==> src/rtl/spi_copy_scheduler_pkg.sv <==
// Shared types and constants for the SPI flash copy scheduler.
// Holds the state encoding, flash geometry and the default timings.
package spi_copy_scheduler_pkg;

  typedef enum logic [3:0] {
    S_IDLE,
    S_GRANT,
    S_ERASE,
    S_ERASE_W,
    S_READ,
    S_READ_W,
    S_WRITE,
    S_WRITE_W,
    S_NEXT,
    S_RELEASE,
    S_DONE,
    S_ERR
  } state_e;

  localparam int unsigned PAGE_BYTES         = 256;
  localparam int unsigned SECTOR_BYTES       = 4096;
  localparam logic [31:0] DIE_BYTES          = 32'h0200_0000;
  localparam int unsigned GUARD_CYCLES_DEF   = 16;
  localparam int unsigned TIMEOUT_CYCLES_DEF = 12_500_000;

  // Bytes left in the destination page, capped by bytes left to copy.
  function automatic logic [8:0] chunk_len(
    input logic [31:0] src,
    input logic [31:0] src_end,
    input logic [31:0] dst
  );
    logic [31:0] rem;
    logic [8:0]  room;
    rem  = src_end - src;
    room = 9'(PAGE_BYTES) - {1'b0, dst[7:0]};
    if (rem < {23'd0, room}) chunk_len = rem[8:0] + 9'd1;
    else                     chunk_len = room;
  endfunction

endpackage

==> src/rtl/spi_op_timer.sv <==
// Down-counter shared by the bus guard time and the per-op watchdog.
// expire rises on the last clock of a run window of 'limit' clocks.
module spi_op_timer (
  input  logic        clk,
  input  logic        rst_n,
  input  logic        load,
  input  logic        run,
  input  logic [31:0] limit,
  output logic        expire
);

  logic [31:0] cnt_q;
  logic [31:0] cnt_d;

  always_comb begin
    cnt_d = cnt_q;
    if (load)                         cnt_d = limit;
    else if (run && cnt_q > 32'd1)    cnt_d = cnt_q - 32'd1;
  end

  assign expire = run && (cnt_q <= 32'd1);

  always_ff @(posedge clk) begin
    if (!rst_n) cnt_q <= '0;
    else        cnt_q <= cnt_d;
  end

endmodule

==> src/rtl/spi_copy_scheduler.sv <==
// Copies a flash range page by page: grant bus, erase sectors,
// read/write chunks, optional die switch, then release the bus.
module spi_copy_scheduler
  import spi_copy_scheduler_pkg::*;
#(
  parameter int unsigned GUARD_CYCLES   = GUARD_CYCLES_DEF,
  parameter int unsigned TIMEOUT_CYCLES = TIMEOUT_CYCLES_DEF
) (
  input  logic        CLK_25M_CKMNG_MAIN_PLD,
  input  logic        PWRGD_P1V2_MAX10_AUX_PLD_R,
  input  logic        start,
  input  logic        abort,
  input  logic [31:0] src_start_addr,
  input  logic [31:0] src_end_addr,
  input  logic [31:0] dst_start_addr,
  input  logic        switch_die_need,
  output logic        busy,
  output logic        completed,
  output logic        error,
  output logic [31:0] bytes_done,
  output logic        BMC_SEL,
  output logic        PCH_SEL,
  output logic        die_sel,
  output logic        rd_req,
  output logic [31:0] rd_addr,
  output logic [8:0]  rd_len,
  input  logic        rd_done,
  output logic        er_req,
  output logic [31:0] er_addr,
  input  logic        er_done,
  output logic        wr_req,
  output logic [31:0] wr_addr,
  output logic [8:0]  wr_len,
  input  logic        wr_done
);

  localparam logic [31:0] SEC_MASK = 32'(SECTOR_BYTES - 1);
  localparam logic [31:0] DIE_MASK = DIE_BYTES - 32'd1;

  logic clk;
  logic rst_n;
  assign clk   = CLK_25M_CKMNG_MAIN_PLD;
  assign rst_n = PWRGD_P1V2_MAX10_AUX_PLD_R;

  state_e      state_q, state_d;
  logic [31:0] src_cur_q, src_end_q, dst_cur_q, bytes_q;
  logic [31:0] rd_addr_q, er_addr_q, wr_addr_q;
  logic [8:0]  len_q, rd_len_q, wr_len_q, len_now;
  logic        switch_q, busy_q, completed_q, error_q, sel_q, die_q;
  logic        rd_req_q, er_req_q, wr_req_q;
  logic        t_load, t_run, t_exp, sec_start, die_cross, abort_hit;
  logic [31:0] t_limit;

  assign len_now   = chunk_len(src_cur_q, src_end_q, dst_cur_q);
  assign sec_start = (dst_cur_q & SEC_MASK) == '0;
  assign die_cross = switch_q && ((dst_cur_q & DIE_MASK) == '0);
  assign abort_hit = abort && (state_q inside {S_GRANT, S_ERASE,
    S_ERASE_W, S_READ, S_READ_W, S_WRITE, S_WRITE_W, S_NEXT});

  // Timer runs only in timed states; every other state preloads it.
  assign t_run   = state_q inside {S_GRANT, S_RELEASE,
    S_ERASE_W, S_READ_W, S_WRITE_W};
  assign t_load  = !t_run;
  assign t_limit = (state_q inside {S_ERASE, S_READ, S_WRITE})
    ? 32'(TIMEOUT_CYCLES) : 32'(GUARD_CYCLES);

  spi_op_timer u_timer (
    .clk    (clk),
    .rst_n  (rst_n),
    .load   (t_load),
    .run    (t_run),
    .limit  (t_limit),
    .expire (t_exp)
  );

  always_comb begin
    state_d = state_q;
    unique case (state_q)
      S_IDLE:
        if (start)
          state_d = (src_end_addr < src_start_addr) ? S_ERR : S_GRANT;
      S_GRANT:   if (t_exp) state_d = sec_start ? S_ERASE : S_READ;
      S_ERASE:   state_d = S_ERASE_W;
      S_ERASE_W: if (er_done) state_d = S_READ;
                 else if (t_exp) state_d = S_ERR;
      S_READ:    state_d = S_READ_W;
      S_READ_W:  if (rd_done) state_d = S_WRITE;
                 else if (t_exp) state_d = S_ERR;
      S_WRITE:   state_d = S_WRITE_W;
      S_WRITE_W: if (wr_done) state_d = S_NEXT;
                 else if (t_exp) state_d = S_ERR;
      S_NEXT:
        if (src_cur_q > src_end_q) state_d = S_RELEASE;
        else state_d = sec_start ? S_ERASE : S_READ;
      S_RELEASE: if (t_exp) state_d = error_q ? S_IDLE : S_DONE;
      S_DONE:    state_d = S_IDLE;
      S_ERR:     state_d = S_RELEASE;
      default:   state_d = S_IDLE;
    endcase
    if (abort_hit) state_d = S_ERR;
  end

  always_ff @(posedge clk) begin
    if (!rst_n) begin
      state_q     <= S_IDLE;
      src_cur_q   <= '0;
      src_end_q   <= '0;
      dst_cur_q   <= '0;
      bytes_q     <= '0;
      len_q       <= '0;
      switch_q    <= 1'b0;
      busy_q      <= 1'b0;
      completed_q <= 1'b0;
      error_q     <= 1'b0;
      sel_q       <= 1'b0;
      die_q       <= 1'b0;
      rd_req_q    <= 1'b0;
      rd_addr_q   <= '0;
      rd_len_q    <= '0;
      er_req_q    <= 1'b0;
      er_addr_q   <= '0;
      wr_req_q    <= 1'b0;
      wr_addr_q   <= '0;
      wr_len_q    <= '0;
    end else begin
      state_q     <= state_d;
      rd_req_q    <= state_d == S_READ;
      er_req_q    <= state_d == S_ERASE;
      wr_req_q    <= state_d == S_WRITE;
      completed_q <= state_d == S_DONE;
      if (state_q == S_IDLE && start) begin
        src_cur_q <= src_start_addr;
        src_end_q <= src_end_addr;
        dst_cur_q <= dst_start_addr;
        switch_q  <= switch_die_need;
        bytes_q   <= '0;
        busy_q    <= 1'b1;
        error_q   <= 1'b0;
        die_q     <= 1'b0;
      end
      if (state_q == S_IDLE && state_d == S_GRANT) sel_q <= 1'b1;
      if (state_q == S_RELEASE && state_d != S_RELEASE) sel_q <= 1'b0;
      if (state_d == S_ERASE) er_addr_q <= dst_cur_q;
      if (state_d == S_READ) begin
        rd_addr_q <= src_cur_q;
        rd_len_q  <= len_now;
        len_q     <= len_now;
      end
      if (state_d == S_WRITE) begin
        wr_addr_q <= dst_cur_q;
        wr_len_q  <= len_q;
      end
      if (state_d == S_NEXT) begin
        src_cur_q <= src_cur_q + 32'(len_q);
        dst_cur_q <= dst_cur_q + 32'(len_q);
        bytes_q   <= bytes_q + 32'(len_q);
      end
      if (state_q == S_NEXT && die_cross &&
          state_d inside {S_ERASE, S_READ})
        die_q <= !die_q;
      if (state_d == S_ERR)  error_q <= 1'b1;
      if (state_d == S_IDLE) busy_q  <= 1'b0;
    end
  end

  assign busy       = busy_q;
  assign completed  = completed_q;
  assign error      = error_q;
  assign bytes_done = bytes_q;
  assign BMC_SEL    = sel_q;
  assign PCH_SEL    = sel_q;
  assign die_sel    = die_q;
  assign rd_req     = rd_req_q;
  assign rd_addr    = rd_addr_q;
  assign rd_len     = rd_len_q;
  assign er_req     = er_req_q;
  assign er_addr    = er_addr_q;
  assign wr_req     = wr_req_q;
  assign wr_addr    = wr_addr_q;
  assign wr_len     = wr_len_q;

endmodule

==> config.mk <==
export PLATFORM = sky130hd
export DESIGN_NAME = spi_copy_scheduler
export DESIGN_NICKNAME = d
export VERILOG_FILES = /design/src/rtl/spi_copy_scheduler_pkg.sv /design/src/rtl/spi_op_timer.sv /design/src/rtl/spi_copy_scheduler.sv
export SDC_FILE = /design/constraint.sdc
export NUM_CORES = 1
export LEC_CHECK = 0
export ABC_AREA = 1
export CAP_MARGIN = 20
export CELL_PAD_IN_SITES_DETAIL_PLACEMENT = 1
export CELL_PAD_IN_SITES_GLOBAL_PLACEMENT = 1
export CORE_MARGIN = 4
export CORE_UTILIZATION = 42
export DETAILED_ROUTE_END_ITERATION = 8
export PLACE_DENSITY = 0.91
export SLEW_MARGIN = 20
export SYNTH_ARGS = -nofsm -noshare
export SYNTH_HDL_FRONTEND = slang
export SYNTH_SLANG_ARGS = --single-unit
export TNS_END_PERCENT = 1
==> constraint.sdc <==
create_clock -name CLK_25M_CKMNG_MAIN_PLD -period 4.6 [get_ports CLK_25M_CKMNG_MAIN_PLD]
set_input_delay 0.92 -clock CLK_25M_CKMNG_MAIN_PLD [delete_from_list [all_inputs] [get_ports CLK_25M_CKMNG_MAIN_PLD]]
set_output_delay 0.92 -clock CLK_25M_CKMNG_MAIN_PLD [all_outputs]
set_load 0.01 [all_outputs]
* After elaboration in Yosys (flattened, before gate mapping)
Index checks and enable logic that the tools add are counted. W data, S select, Z words.
Operators by class: $add $sub $neg 7, multipliers 0, shift operators 0, reductions and logical operators 23, div/mod/pow operators 0, eq/ne operators 19, magnitude comparators 5, muxes and demuxes 26, bitwise gates (word level) 1
Operators with widths (count):
- $mux W32 | 8
- $add A32 B9 Y32 | 3
- $logic_not A32 Y1 | 2
- $mux W4 | 11
- $pmux W4 S11 | 1
- $gt A32 B1 Y1 const B | 1
- $gt A32 B32 Y1 | 1
- $le A32 B1 Y1 const B | 1
- $lt A32 B32 Y1 | 1
- $lt A32 B9 Y1 | 1
- $sub A32 B1 Y32 const B | 1
- $sub A32 B32 Y32 | 1
- $eq A4 B3 Y1 const B | 6
- $eq A4 B4 Y1 const B | 6
- $mux W24 | 1
- $eq A4 B2 Y1 const B | 3
- $add A9 B1 Y9 const B | 1
- $logic_and A1 B1 Y1 | 9
- $mux W9 | 1
- $sub A9 B8 Y9 const A | 1
- $eq A4 B1 Y1 const B | 2
- $logic_not A4 Y1 | 2
- $reduce_bool A2 Y1 | 4
- $reduce_bool A8 Y1 | 1
- 9 further kinds | 12
Storage, ports and cells: flip-flop bits (word level) 287, logic and storage cells 101, RAM bits 0, memory bits (read-only) 0, memories kept 0, output and inout bits 155, input bits 104, bits in latches 0

* Logic depth before layout (Yosys ltp)
Gate-level depths: netlist (run 1).
depth after elaboration 11, mapped depth 24, depth with buffers taken out 24

* Modules after synthesis
A second synthesis (run 1) with hierarchy kept.
Second synthesis, totals: cell total of the unflattened synthesis 3100, area total of the unflattened synthesis 19402.4 um^2
By module, submodules not included:
- spi_copy_scheduler | seq. area each 5104.9 um^2, area each 16921.2 um^2, cells each 2644, times used 1
- spi_op_timer | seq. area each 640.6 um^2, area each 2481.1 um^2, cells each 456, times used 1

* Least setup slack after synthesis (run 1)
Ideal clock, no wire load.
path type reg2reg, start point register src_cur_q[2], end point register rd_len_q[1], in the netlist rd_len[1], cell stages (with the launch flop) 22, period minus slack after synthesis 2.966 ns, slack 1.634 ns, arrival 2.849 ns, path buffers 1, cells stage by stage dfxtp_1 inv_1 ha_1 nand2_1 nand2_1 inv_1 nand2_1 nand2_1 nand2_1 xor2_1 inv_1 ha_1 a21o_1 a31oi_1 o21ai_0 nand3_1 nand2_1 inv_1 clkbuf_1 a21oi_1 nor2_1 nor2_1
Between the ends: cells in the longest elaborated chain, start to end 5
RTL lines:
- start: declaration | line spi_copy_scheduler.sv:46 | logic [31:0] src_cur_q, src_end_q, dst_cur_q, bytes_q;
- start signal: assignment | line spi_copy_scheduler.sv:132 | src_cur_q <= src_start_addr;
- start signal: assignment | line spi_copy_scheduler.sv:154 | src_cur_q <= src_cur_q + 32'(len_q);
- parallel branches: the longest is 5 deep, another holds $sub A32 B32 Y32
- end signal: assignment | line spi_copy_scheduler.sv:146 | rd_len_q <= len_now;
- end: declaration | line spi_copy_scheduler.sv:48 | logic [8:0] len_q, rd_len_q, wr_len_q, len_now;
Several ways; the timed one is not identified. A chain may end at the register's enable or synchronous reset.

* Final worst setup path (run 1)
start point register src_cur_q[0], end point register er_addr_q[29], in the netlist er_addr[29]
Between the ends: cells in the longest elaborated chain, start to end 5
RTL lines:
- $gt A32 B32 Y1 | line spi_copy_scheduler.sv:93 | if (src_cur_q > src_end_q) state_d = S_RELEASE;
- $mux W4 | line spi_copy_scheduler.sv:93
- $pmux W4 S11 | line spi_copy_scheduler.sv:78 | unique case (state_q)
- $mux W4 | line spi_copy_scheduler.sv:100 | if (abort_hit) state_d = S_ERR;
- $eq A4 B2 Y1 | line spi_copy_scheduler.sv:143 | if (state_d == S_ERASE) er_addr_q <= dst_cur_q;
- end signal: assignment | line spi_copy_scheduler.sv:143
- end: declaration | line spi_copy_scheduler.sv:47 | logic [31:0] rd_addr_q, er_addr_q, wr_addr_q;
No other way between the ends.

==> results of run 1 <==
[per-layer routing]
layer / share of wire / wire length (µm)
met3: 0.051 / 3711
met2: 0.49 / 35920
met5: 0.00033 / 24
met4: 0.043 / 3119
met1: 0.41 / 30010
[state kept, by name (all words and copies together) (netlist names)]
| name | cells |
|---|---|
| BMC_SEL | 1 |
| busy | 1 |
| bytes_done | 32 |
| completed | 1 |
| die_sel | 1 |
| dst_cur_q | 32 |
| er_addr | 32 |
| er_req | 1 |
| error | 1 |
| rd_addr | 32 |
| rd_len | 9 |
| rd_req | 1 |
| src_cur_q | 32 |
| src_end_q | 32 |
| state_q | 4 |
| switch_q | 1 |
| u_timer.cnt_q | 32 |
| wr_addr | 32 |
| wr_len | 9 |
| wr_req | 1 |
[cells by family after synthesis]
logic type | count (synthesis)
simple gates | 1441
buf+inv | 441
xor+xnor | 90
fa+ha+maj | 106
flops | 287
compound gates | 505
[cell type report]
class	count	area [µm²]	share of cell area
Inverter	314	1181	0.05252
Sequential cell	287	5746	0.2555
Timing Repair Buffer	280	2793	0.1242
Clock buffer	51	1047	0.04657
Tap cell	585	732.0	0.03255
Multi-Input combinational cell	2142	10910	0.4850
Clock inverter	10	83.83	0.003728
[synth_stat cells (2+ instances only)]
cell                       number
sky130_fd_sc_hd__nor3_1        32
sky130_fd_sc_hd__o21a_1        10
sky130_fd_sc_hd__nand2_2        4
sky130_fd_sc_hd__a21oi_2        2
sky130_fd_sc_hd__buf_4          4
sky130_fd_sc_hd__nor4_1        15
sky130_fd_sc_hd__nor3b_1        2
sky130_fd_sc_hd__o21ai_0      144
sky130_fd_sc_hd__inv_1        302
sky130_fd_sc_hd__nand3b_1      22
sky130_fd_sc_hd__a21o_1         2
sky130_fd_sc_hd__or2_2          3
sky130_fd_sc_hd__or2_0          5
sky130_fd_sc_hd__nand4_1       44
sky130_fd_sc_hd__nand3_2        2
sky130_fd_sc_hd__o21ai_1       30
sky130_fd_sc_hd__xnor2_1       30
sky130_fd_sc_hd__nor2_1       311
sky130_fd_sc_hd__o31ai_1        2
sky130_fd_sc_hd__a311oi_1       2
sky130_fd_sc_hd__fa_1           4
sky130_fd_sc_hd__buf_1         15
sky130_fd_sc_hd__nand3_1      243
sky130_fd_sc_hd__nor2_4         3
sky130_fd_sc_hd__o211ai_1       2
sky130_fd_sc_hd__nor4b_1        2
sky130_fd_sc_hd__and3_1         4
sky130_fd_sc_hd__inv_2          9
sky130_fd_sc_hd__a31oi_1        6
sky130_fd_sc_hd__clkbuf_1      69
sky130_fd_sc_hd__buf_6          4
sky130_fd_sc_hd__ha_1         102
sky130_fd_sc_hd__buf_2         35
sky130_fd_sc_hd__nand2_1      734
sky130_fd_sc_hd__nor2_2        10
sky130_fd_sc_hd__a21oi_1      298
sky130_fd_sc_hd__o21bai_1       5
sky130_fd_sc_hd__dfxtp_1      287
sky130_fd_sc_hd__xor2_1        60
sky130_fd_sc_hd__clkinv_1       3
[report_power, final]
group          internal, mW  switching (mW)
clock                  1.59            1.18
sequential             2.96           0.510
combinational          2.69            5.59
[worst paths after layout]
check | from | to | slack, ps
setup / recovery | src_cur_q[0]$_SDFFE_PN0P_ | er_addr[29]$_SDFFE_PN0P_ | 290
hold / removal | er_addr[4]$_SDFFE_PN0P_ | er_addr[4]$_SDFFE_PN0P_ | 450
hold reg to reg | er_addr[4]$_SDFFE_PN0P_ | er_addr[4]$_SDFFE_PN0P_ | 450
setup reg to reg | src_cur_q[0]$_SDFFE_PN0P_ | er_addr[29]$_SDFFE_PN0P_ | 290
[metrics by stage]
| stage | power, mW | setup slack [ps] | util | std cells |
|---|---|---|---|---|
| floorplan | 9.052 | 1634 | - | 2870 |
| global placement | 11.20 | 352.6 | 0.4947 | 3608 |
| detailed placement | 11.62 | 231.4 | 0.4947 | 3608 |
| CTS | 14.52 | 344.8 | 0.5209 | 3669 |
| global route | 15.64 | 22.01 | 0.5209 | 3669 |
| finish | 14.52 | 293.0 | 0.5209 | 3669 |
[worst reg2reg max path, cell delays in order (launching register included)]
cell and delay [ps]:
sky130_fd_sc_hd__dfxtp_1 490, sky130_fd_sc_hd__ha_1 200, sky130_fd_sc_hd__inv_1 90, sky130_fd_sc_hd__fa_1 450, sky130_fd_sc_hd__nand2_1 110, sky130_fd_sc_hd__nand3_1 90, sky130_fd_sc_hd__nand3_1 80, sky130_fd_sc_hd__nand2_1 130
sky130_fd_sc_hd__nand2_1 100, sky130_fd_sc_hd__nand2_1 120, sky130_fd_sc_hd__nand2_1 110, sky130_fd_sc_hd__nand2_1 70, sky130_fd_sc_hd__nand3_1 70, sky130_fd_sc_hd__nand3_1 90, sky130_fd_sc_hd__nand2_1 120, sky130_fd_sc_hd__inv_2 340
sky130_fd_sc_hd__nor2_2 380, sky130_fd_sc_hd__nand2_2 390, sky130_fd_sc_hd__inv_2 510, sky130_fd_sc_hd__nor2_1 100, sky130_fd_sc_hd__nor2_1 180
==> results list, run 1 <==
- The library cell used most frequently in the layout, excluding fill and tap cells, is sky130_fd_sc_hd__nand2_1.
- Slowest library cell on the worst path: sky130_fd_sc_hd__inv_2
- The path class of the tightest hold or removal check is reg2reg.
* Number of design rule violations left after detail routing: 0
- Largest fanout of any net on the critical path: 45
- The area fraction in compound gates after synthesis was 0.1419.
* Post-CTS setup buffer count: 0
- Die outline height: 217.2 µm
- Cell types occupying the most area after synthesis: sky130_fd_sc_hd__dfxtp_1, sky130_fd_sc_hd__nand2_1, sky130_fd_sc_hd__a21oi_1
- Initial standard-cell utilization of the core: 0.4259
* Clock Latency Late Sink: 550 ps
- Data arrives at the worst endpoint at 4780 ps.
- In this run, post-CTS repair resized a total of 0 instances.
- The cell that appears most often on the critical path is sky130_fd_sc_hd__nand2_1.
- Hold buffer count at cts: 0
- Top-level I/O count: 259
- The worst setup path is launched from a register.
* Std cell rows: 76
* Logic depth of the worst register-to-register path: 20
* Hpwl dp: 53.96 mm
* M2 GR Usage: 0.5336
* # setup viols final: 0
- After filler insertion, the fill cell instance count of the layout stands at 5769.
- After routing the design area is 22490 µm².
- Yosys reg bits: 287
* Width of the die: 217.2 µm
* Cells on Worst Hold Path: 2
- In the final layout, the share of cells above drive strength 1 is 0.03761.
* Drt wl/cell: 19.84 µm
- Yosys warnings: 0
- For met3 alone, demand over resource in global routing was 0.05082.
- Routed Wire Length: 72.79 mm
* Min Tclk post-route: 4307 ps
- The critical path runs through a total of 20 cells.
- Of the total synthesized cell area, the portion taken by AND, OR, NAND and NOR gates is 0.3342.
- Via count: 20410
- The share of synthesized area in the top cell type comes to 0.3125.
* Async set or reset register ratio after synthesis: 0
- Clock tree synthesis inserted a total of 36 buffers.
- Entering global routing, the biggest net connects 91 pins.
- For met1 alone, demand over resource in global routing was 0.3499.
- In this run the deepest clock path goes through 3 buffers.
- Wire length of the first global-routing pass: 114.4 mm
- Worst VDD drop: 618.3 µV
- Yosys mapped a number of flops with a built-in enable equal to 0.
* Mean instance size in the synthesized netlist: 6.407 µm²
* RSZ-0062 raised after global routing: no
* Pwr/cell area: 645.6 nW/µm²
- met2 is the most crowded layer.
* Count of nets after finishing: 3271
- After floorplanning, the core was sized to cover 43170 µm².
- Class of the most critical setup path: reg2reg
- On the critical path the largest part of the delay comes from simple AND/OR/NAND/NOR gates.
- Across every metal layer, demand over resource in global routing totals 0.2970.
* Achievable Freq: 0.2322 GHz
* Max_cap viols: 0
- The root buffer cell chosen for the clock tree is sky130_fd_sc_hd__clkbuf_16.
- By area, the combinational part of the netlist is dominated by simple AND/OR/NAND/NOR gates.
- On the final layout, the worst clock skew is 23.41 ps.
- For this run, the slowest stage of the critical path takes 500 ps.
* Leading cell types in the layout, fill and taps excluded: sky130_fd_sc_hd__nand2_1, sky130_fd_sc_hd__nor2_1, sky130_fd_sc_hd__inv_1, sky130_fd_sc_hd__a21oi_1, sky130_fd_sc_hd__dfxtp_1
* Number of input and output port buffers inserted: 258
- Layout-stage area growth over the synthesis result: 22.30%
- CP bufs+invs: 3
- Traced cell by cell, the critical path runs through ha_1 > inv_1 > fa_1 > nand2_1 > nand3_1 > nand3_1 > nand2_1 > nand2_1 > nand2_1 > nand2_1 > nand2_1 > nand3_1 > nand3_1 > nand2_1 > inv_2 > nor2_2 > nand2_2 > inv_2 > nor2_1 > nor2_1.
* Synth Area in XOR/XNOR: 0.04287
* Vias in the first global route: 21510
- Synthesis handed over a netlist of 2870 instances.
* Pins over their slew limit: 0
- Instance area after placement: 21360 µm²
- Global route overflow: 0
- Dividing the final minimum period by the clock period gives 0.9363.
- Summed over all instances, the cell type with the most area after synthesis is sky130_fd_sc_hd__dfxtp_1.
* Number of detailed-routing iterations run before antenna repair: 5
- The floorplan step defined a die boundary enclosing 47190 µm².
- Sum Neg Setup Slack: 0 ps
- Using the TritonRoute via totals, the vias-per-cell ratio works out to 5.563.
- The initial antenna violation count is 2.
* Number of diodes added for antenna fixing: 0
- TritonCTS built the clock tree.
- The mapped netlist covers 18390 µm².
* Unique masters post-synth: 47
- Post-synthesis share of cell area spent on full adders, half adders and majority gates: 0.07376
- For this run, the leading register cell type out of synthesis is sky130_fd_sc_hd__dfxtp_1.
- First DRT Iteration DRCs: 1242
* Least-Margin Pin Slew: 1075 ps
- Sequential-to-total area share from yosys stat: 0.3125
- Leakage power of the design: 9.737 nW
* Clock transition at the register clock pins on the worst setup and hold paths after CTS: 60 ps
* Post-Syn Nets: 3080
* Final Hold Violating Endpoints: 0
* H-tree levels: 2
- The worst pin sits at a relative slew slack of 0.2835.
- Final Wtd Congestion: 0.9153
- Hold timing on the final database bottoms out at a slack of 447.0 ps.
- Critical Path End Type: register
* Clk sinks: 287
- The detail route stage leaves a number of antenna-violating nets equal to 0.
* Share of cell area taken by muxes after synthesis: 0
- Worst path required time: 5070 ps
* Status: finished, final reports clean
(Power assumes the default switching activity.)
==> inputs of run 2 (changes only) <==
--- a/config.mk
+++ b/config.mk
@@ -9,6 +9,7 @@
 export CAP_MARGIN = 20
 export CELL_PAD_IN_SITES_DETAIL_PLACEMENT = 1
 export CELL_PAD_IN_SITES_GLOBAL_PLACEMENT = 1
+export CORE_ASPECT_RATIO = 0.6
 export CORE_MARGIN = 4
 export CORE_UTILIZATION = 42
 export DETAILED_ROUTE_END_ITERATION = 8
==> results list, run 2 (synthesis results as in run 1) <==
- Status: finished, final reports clean
- For this design, the sink count on the clock tree is 287.
- Once detail routing completed, the nets flagged for antenna violations numbered 0.
- At the worst endpoint, the required time is 5120 ps.
* Number of cells upsized or downsized after cts: 0
* Logic depth of the worst register-to-register path: 17
* Via count: 20710
* Drt wl/cell: 21.04 µm
- Layout-stage area growth over the synthesis result: 21.99%
- Final Hold Violating Endpoints: 0
- Number of diodes added for antenna fixing: 0
- Across the run, the number of max-cap violations was 0.
* Width of the die: 278.1 µm
- R2r endpoint: er_addr[29]$_SDFFE_PN0P_
- Maximum clock insertion buffer count: 3
- Cells on Worst Hold Path: 2
* TritonCTS buffer count: 30
- The slowest stage of the critical path is the sky130_fd_sc_hd__dfxtp_1 cell.
- Final cell count without fillers: 3666
* Gate family responsible for the most delay along the worst path: simple AND/OR/NAND/NOR gates
- Hpwl dp: 58.62 mm
- Sum Neg Setup Slack: 0 ps
* Crit start category: register
- Count of nets after finishing: 3274
- Instance area after placement: 21420 µm²
- Vias in the first global route: 21190
- Along the worst path, the maximum fanout reaches 22.
- After the first detailed-routing iteration, the DRC count stood at 2077.
- After clock tree synthesis, the flow added hold-fix buffers numbering 0.
* Net Switching: 7.581 mW
- Worst relative slew slack: 0.3289
* Achievable Freq: 0.2489 GHz
* Fraction of layout instances using a drive strength above 1: 0.03855
- Cell at the root of the clock tree: sky130_fd_sc_hd__clkbuf_16
- Net Sw Frac: 0.5146
- Once placement completed, the tool counted placed cells totaling 3611.
* Final Wtd Congestion: 0.9934
* Worst hold slack: 445.4 ps
* Pin count of the biggest net entering global routing: 85
- The number of max-slew violations in the final report is 0.
- In the routed design, unresolved DRC markers number 0.
- Number of input and output port buffers inserted: 258
* Number of antenna violations at the first check in global routing: 3
- Among the stages of the critical path, the cell type that occurs most often is sky130_fd_sc_hd__nand2_1.
* CP bufs+invs: 4
- Using the TritonRoute via totals, the vias-per-cell ratio works out to 5.650.
- Routed Wire Length: 77.14 mm
- Subtracting the final worst setup slack from the clock period gives 4018 ps.
- The initial utilization of the core area, before any placement, comes to 0.4251.
- In this run the worst hold path is classified as reg2reg.
- Slowest cell delay on critical path: 480 ps
- For this run, the total global-route usage over all layers was measured as 0.3134.
- Pwr/cell area: 656.8 nW/µm²
- Setup violations remaining at the end of the flow were counted as 0.
* Core Area: 43260 µm²
* Crit-path cells: inv_1 > ha_1 > nand2_1 > inv_1 > a21oi_1 > nand2_1 > a21oi_1 > nand2_1 > nand3_1 > nand3_1 > nand2_1 > inv_2 > nor2_2 > nand2_2 > inv_2 > nor2_1 > nor2_1
* Clock tree from TritonCTS: done
* Std cell rows: 59
- The share of total power dissipated in the clock network is 0.177.
* Top-level I/O count: 259
* Leading cell types in the layout, fill and taps excluded: sky130_fd_sc_hd__nand2_1, sky130_fd_sc_hd__nor2_1, sky130_fd_sc_hd__inv_1, sky130_fd_sc_hd__a21oi_1, sky130_fd_sc_hd__dfxtp_1
- The die is 170.1 µm tall.
* Critical Path AT: 4540 ps
- For the worst-skew pair, the clock arrives at the later sink with an insertion delay of 600 ps.
- Combinational cell fraction of total power: 0.582
* Post-route standard cell area excluding fillers: 22430 µm²
* Least-Margin Pin Slew: 1007 ps
- The worst setup path is captured at a register.
- Register-to-Register Setup Slack: 580 ps
- By startpoint and endpoint, the worst setup path is classified as reg2reg.
- CTS built an H-tree with a depth of 1.
* End point of the worst hold path: er_addr[3]$_SDFFE_PN0P_
- Hold Path Origin: er_addr[3]$_SDFFE_PN0P_
- Maximum clock skew at final layout: 21.56 ps
- Sequential share of power: 0.241
- Of the available clock period, the critical path in the final layout requires 0.8734.
- Post-CTS setup buffer count: 0
* Most common cell after layout, fill and taps aside: sky130_fd_sc_hd__nand2_1
- Setup repair after global routing left no endpoint under its margin.
* Area of the die: 47300 µm²
* Worst VDD drop: 428.9 µV
- Global routing finished with a remaining overflow of 0.
- Leakage power of the design: 9.721 nW
- The startpoint identified for the worst register-to-register timing path is src_cur_q[23]$_SDFFE_PN0P_.
- The first global-routing pass estimated 119.1 mm of wire.
- Number of detailed-routing iterations run before antenna repair: 5
* Clock transition at the register clock pins on the worst setup and hold paths after CTS: 70 ps
- Pint: 7.152 mW
## run 2: cell count changes in the layout (fill, tap and decap cells not counted)
| cell | before | now |
|---|---|---|
| sky130_fd_sc_hd__clkinv_4 | 5 | 0 |
| sky130_fd_sc_hd__clkinvlp_4 | 0 | 3 |
| sky130_fd_sc_hd__clkinv_8 | 1 | 0 |
| sky130_fd_sc_hd__clkbuf_8 | 9 | 5 |
| sky130_fd_sc_hd__buf_4 | 18 | 27 |
| sky130_fd_sc_hd__clkbuf_16 | 36 | 31 |
| sky130_fd_sc_hd__inv_6 | 1 | 0 |
| sky130_fd_sc_hd__clkinv_2 | 3 | 7 |
| sky130_fd_sc_hd__bufinv_16 | 0 | 3 |
## run 2: how the worst max path moves through the flow
stage                               start                          end  slack, ps  cells after the start
2_1_floorplan   src_cur_q[2]$_SDFFE_PN0P_       rd_len[1]$_SDFFE_PN0N_       1630                     21
3_3_place_gp           src_start_addr[15]  bytes_done[26]$_SDFFE_PN0P_        460                     19
3_5_place_dp           src_start_addr[15]  bytes_done[22]$_SDFFE_PN0P_        260                     17
4_1_cts        src_cur_q[23]$_SDFFE_PN0P_     er_addr[29]$_SDFFE_PN0P_        760                     17
5_1_grt         src_cur_q[2]$_SDFFE_PN0P_       rd_len[8]$_SDFFE_PN0N_        340                     22
6_report       src_cur_q[23]$_SDFFE_PN0P_     er_addr[29]$_SDFFE_PN0P_        580                     17
## run 2: power groups by stage
stage	clock network [mW]	registers [mW]	logic [mW]
floorplan	0	3.37	5.68
global placement	0	3.52	7.77
detailed placement	0	3.55	8.22
CTS	2.62	3.51	8.36
global route	2.73	3.58	9.42
finish	2.61	3.55	8.57
## run 2: layout make-up
cell class / count / area, µm²
fillers: 5722 / 20830
multi-input cells: 2142 / 10910
flip-flops and latches: 287 / 5746
repair buffers: 289 / 2860
inverters: 314 / 1181
clock buffers: 42 / 867.1
well taps: 579 / 724.4
clock inverters: 13 / 147.6
## run 2: routing by layer
layer  global-route usage  vias to the layer above  share of wire
met5                    0                        -        0.00052
met4              0.06957                        6          0.022
met3              0.08542                      120           0.10
met2               0.4879                      800           0.43
met1               0.4365                    10070           0.45
li1                     -                     9718              -
## run 2: worst min-delay path, cell delays in order, from the launching register on
cell                      delay (ps)
sky130_fd_sc_hd__dfxtp_1         310
sky130_fd_sc_hd__nand2_1          60
sky130_fd_sc_hd__nor2_1           30
## run 2: metrics by stage
stage,worst slack (ps),power [mW],util
3_5_place_dp,264.9,11.77,0.4951
3_3_place_gp,462.5,11.30,0.4951
4_1_cts,756.4,14.50,0.5185
5_1_grt,342.5,15.74,0.5185
2_1_floorplan,1634,9.052,-
6_report,582.2,14.73,0.5185
==> RTL change: new RTL, settings of run 1 <==
Set the package constant `GUARD_CYCLES_DEF` to 12 (it was 16).
--- a/src/rtl/spi_copy_scheduler_pkg.sv
+++ b/src/rtl/spi_copy_scheduler_pkg.sv
@@ -21,5 +21,5 @@
   localparam int unsigned SECTOR_BYTES       = 4096;
   localparam logic [31:0] DIE_BYTES          = 32'h0200_0000;
-  localparam int unsigned GUARD_CYCLES_DEF   = 16;
+  localparam int unsigned GUARD_CYCLES_DEF   = 12;
   localparam int unsigned TIMEOUT_CYCLES_DEF = 12_500_000;
 
Formal check against the unedited RTL: same outputs for any inputs over 10 cycles, from zero or initial values; that may be too few to reach the edited logic, so the function may still have changed.
==> RTL change against run 1 <==
- largest cell class unchanged
- count of clock-buffer cells in the layout is 1 higher
- sequential power is 2% lower
- non-clock buffer count is 2 lower
- critical path type is now primary input to flop
- power is 0.69% lower
- setup slack better by 0.28 ns
- sequential cell count stayed put
- design area is 1.4% higher
- area after synthesis is 1.1% higher
- routed wire length is 1.4% higher
==> RTL change: results <==
metrics = {
    "outcome": {
        "outcome": "complete, no violations",
    },
    "global_routing": {
        "use_met1": 0.3621,
        "grt_pass1_vias": 21538,
        "use_met3": 0.05353,
        "grt_max_degree": 105,
        "antenna_found_initial": 0,
        "met2_usage": 0.5281,
        "grt_pass1_wl_um": 115400,
    },
    "place": {
        "gp_congestion": 0.9439,
        "dpl_cell_area_um2": 21590,
        "dp_slack_ns": 0.2098,
        "dp.cells": 3667,
    },
    "worst_setup_path": {
        "worst_ep_arrival_time_ns": 4.51,
        "regToRegSetupSlack_ns": 0.68,
        "slowest_stage": "clkdlybuf4s50_1",
        "cp_max_fo": 104,
    },
    "synth": {
        "ys_seq_area_frac": 0.3091,
        "synth-xor-area-share": 0.04053,
        "syn_nets": 3125,
        "synth_compound_gate_area_share": 0.1372,
        "synth_fa_ha_area_frac": 0.07298,
    },
    "timing": {
        "worst_hold_slack_ns": 0.4468,
        "slew_headroom": 0.3467,
        "fin_crit_ns": 4.028,
    },
    "routing": {
        "vias_per_cell": 5.574,
        "routed-wl-met2_um": 36270,
        "drtIter0Drc": 1468,
        "wl_met1_um": 30490,
        "routed.top_layer": "met4",
    },
    "cells_and_area": {
        "drive_above_1_share": 0.04167,
        "nNetsFinal": 3330,
        "finalNonFillerCells": 3730,
    },
    "power_and_ir_drop": {
        "p_seq_mw": 3.39,
        "power_mw": 14.42,
    },
}
RTL change: cell types whose count changed after synthesis, moves of 13 or more:
| cell | delta |
|---|---|
| nand3_1 | -13 |
| inv_1 | +55 |
| a21oi_1 | -14 |
| nor2_1 | +24 |
| xor2_1 | +14 |
| xnor2_1 | -18 |
RTL change: final timing paths:
| kind | start | end | cells past startpoint |
|---|---|---|---|
| setup reg to reg | src_cur_q[0] | src_cur_q[3] | 21 |
| setup / recovery | src_start_addr[31] | src_cur_q[3] | 16 |
| hold reg to reg | er_addr[4] | er_addr[4] | 2 |
| hold / removal | er_addr[4] | er_addr[4] | 2 |
RTL change: area by class of cell:
class,count,area [µm²],area share
clock buffers,52,1092,0.04792
clock inverters,10,110.1,0.004831
repair buffers,278,2778,0.1219
inverters,372,1409,0.06181
multi-input cells,2145,10920,0.4793
diodes,1,2.502,0.0001098
flip-flops and latches,287,5746,0.2521
well taps,585,732.0,0.03211
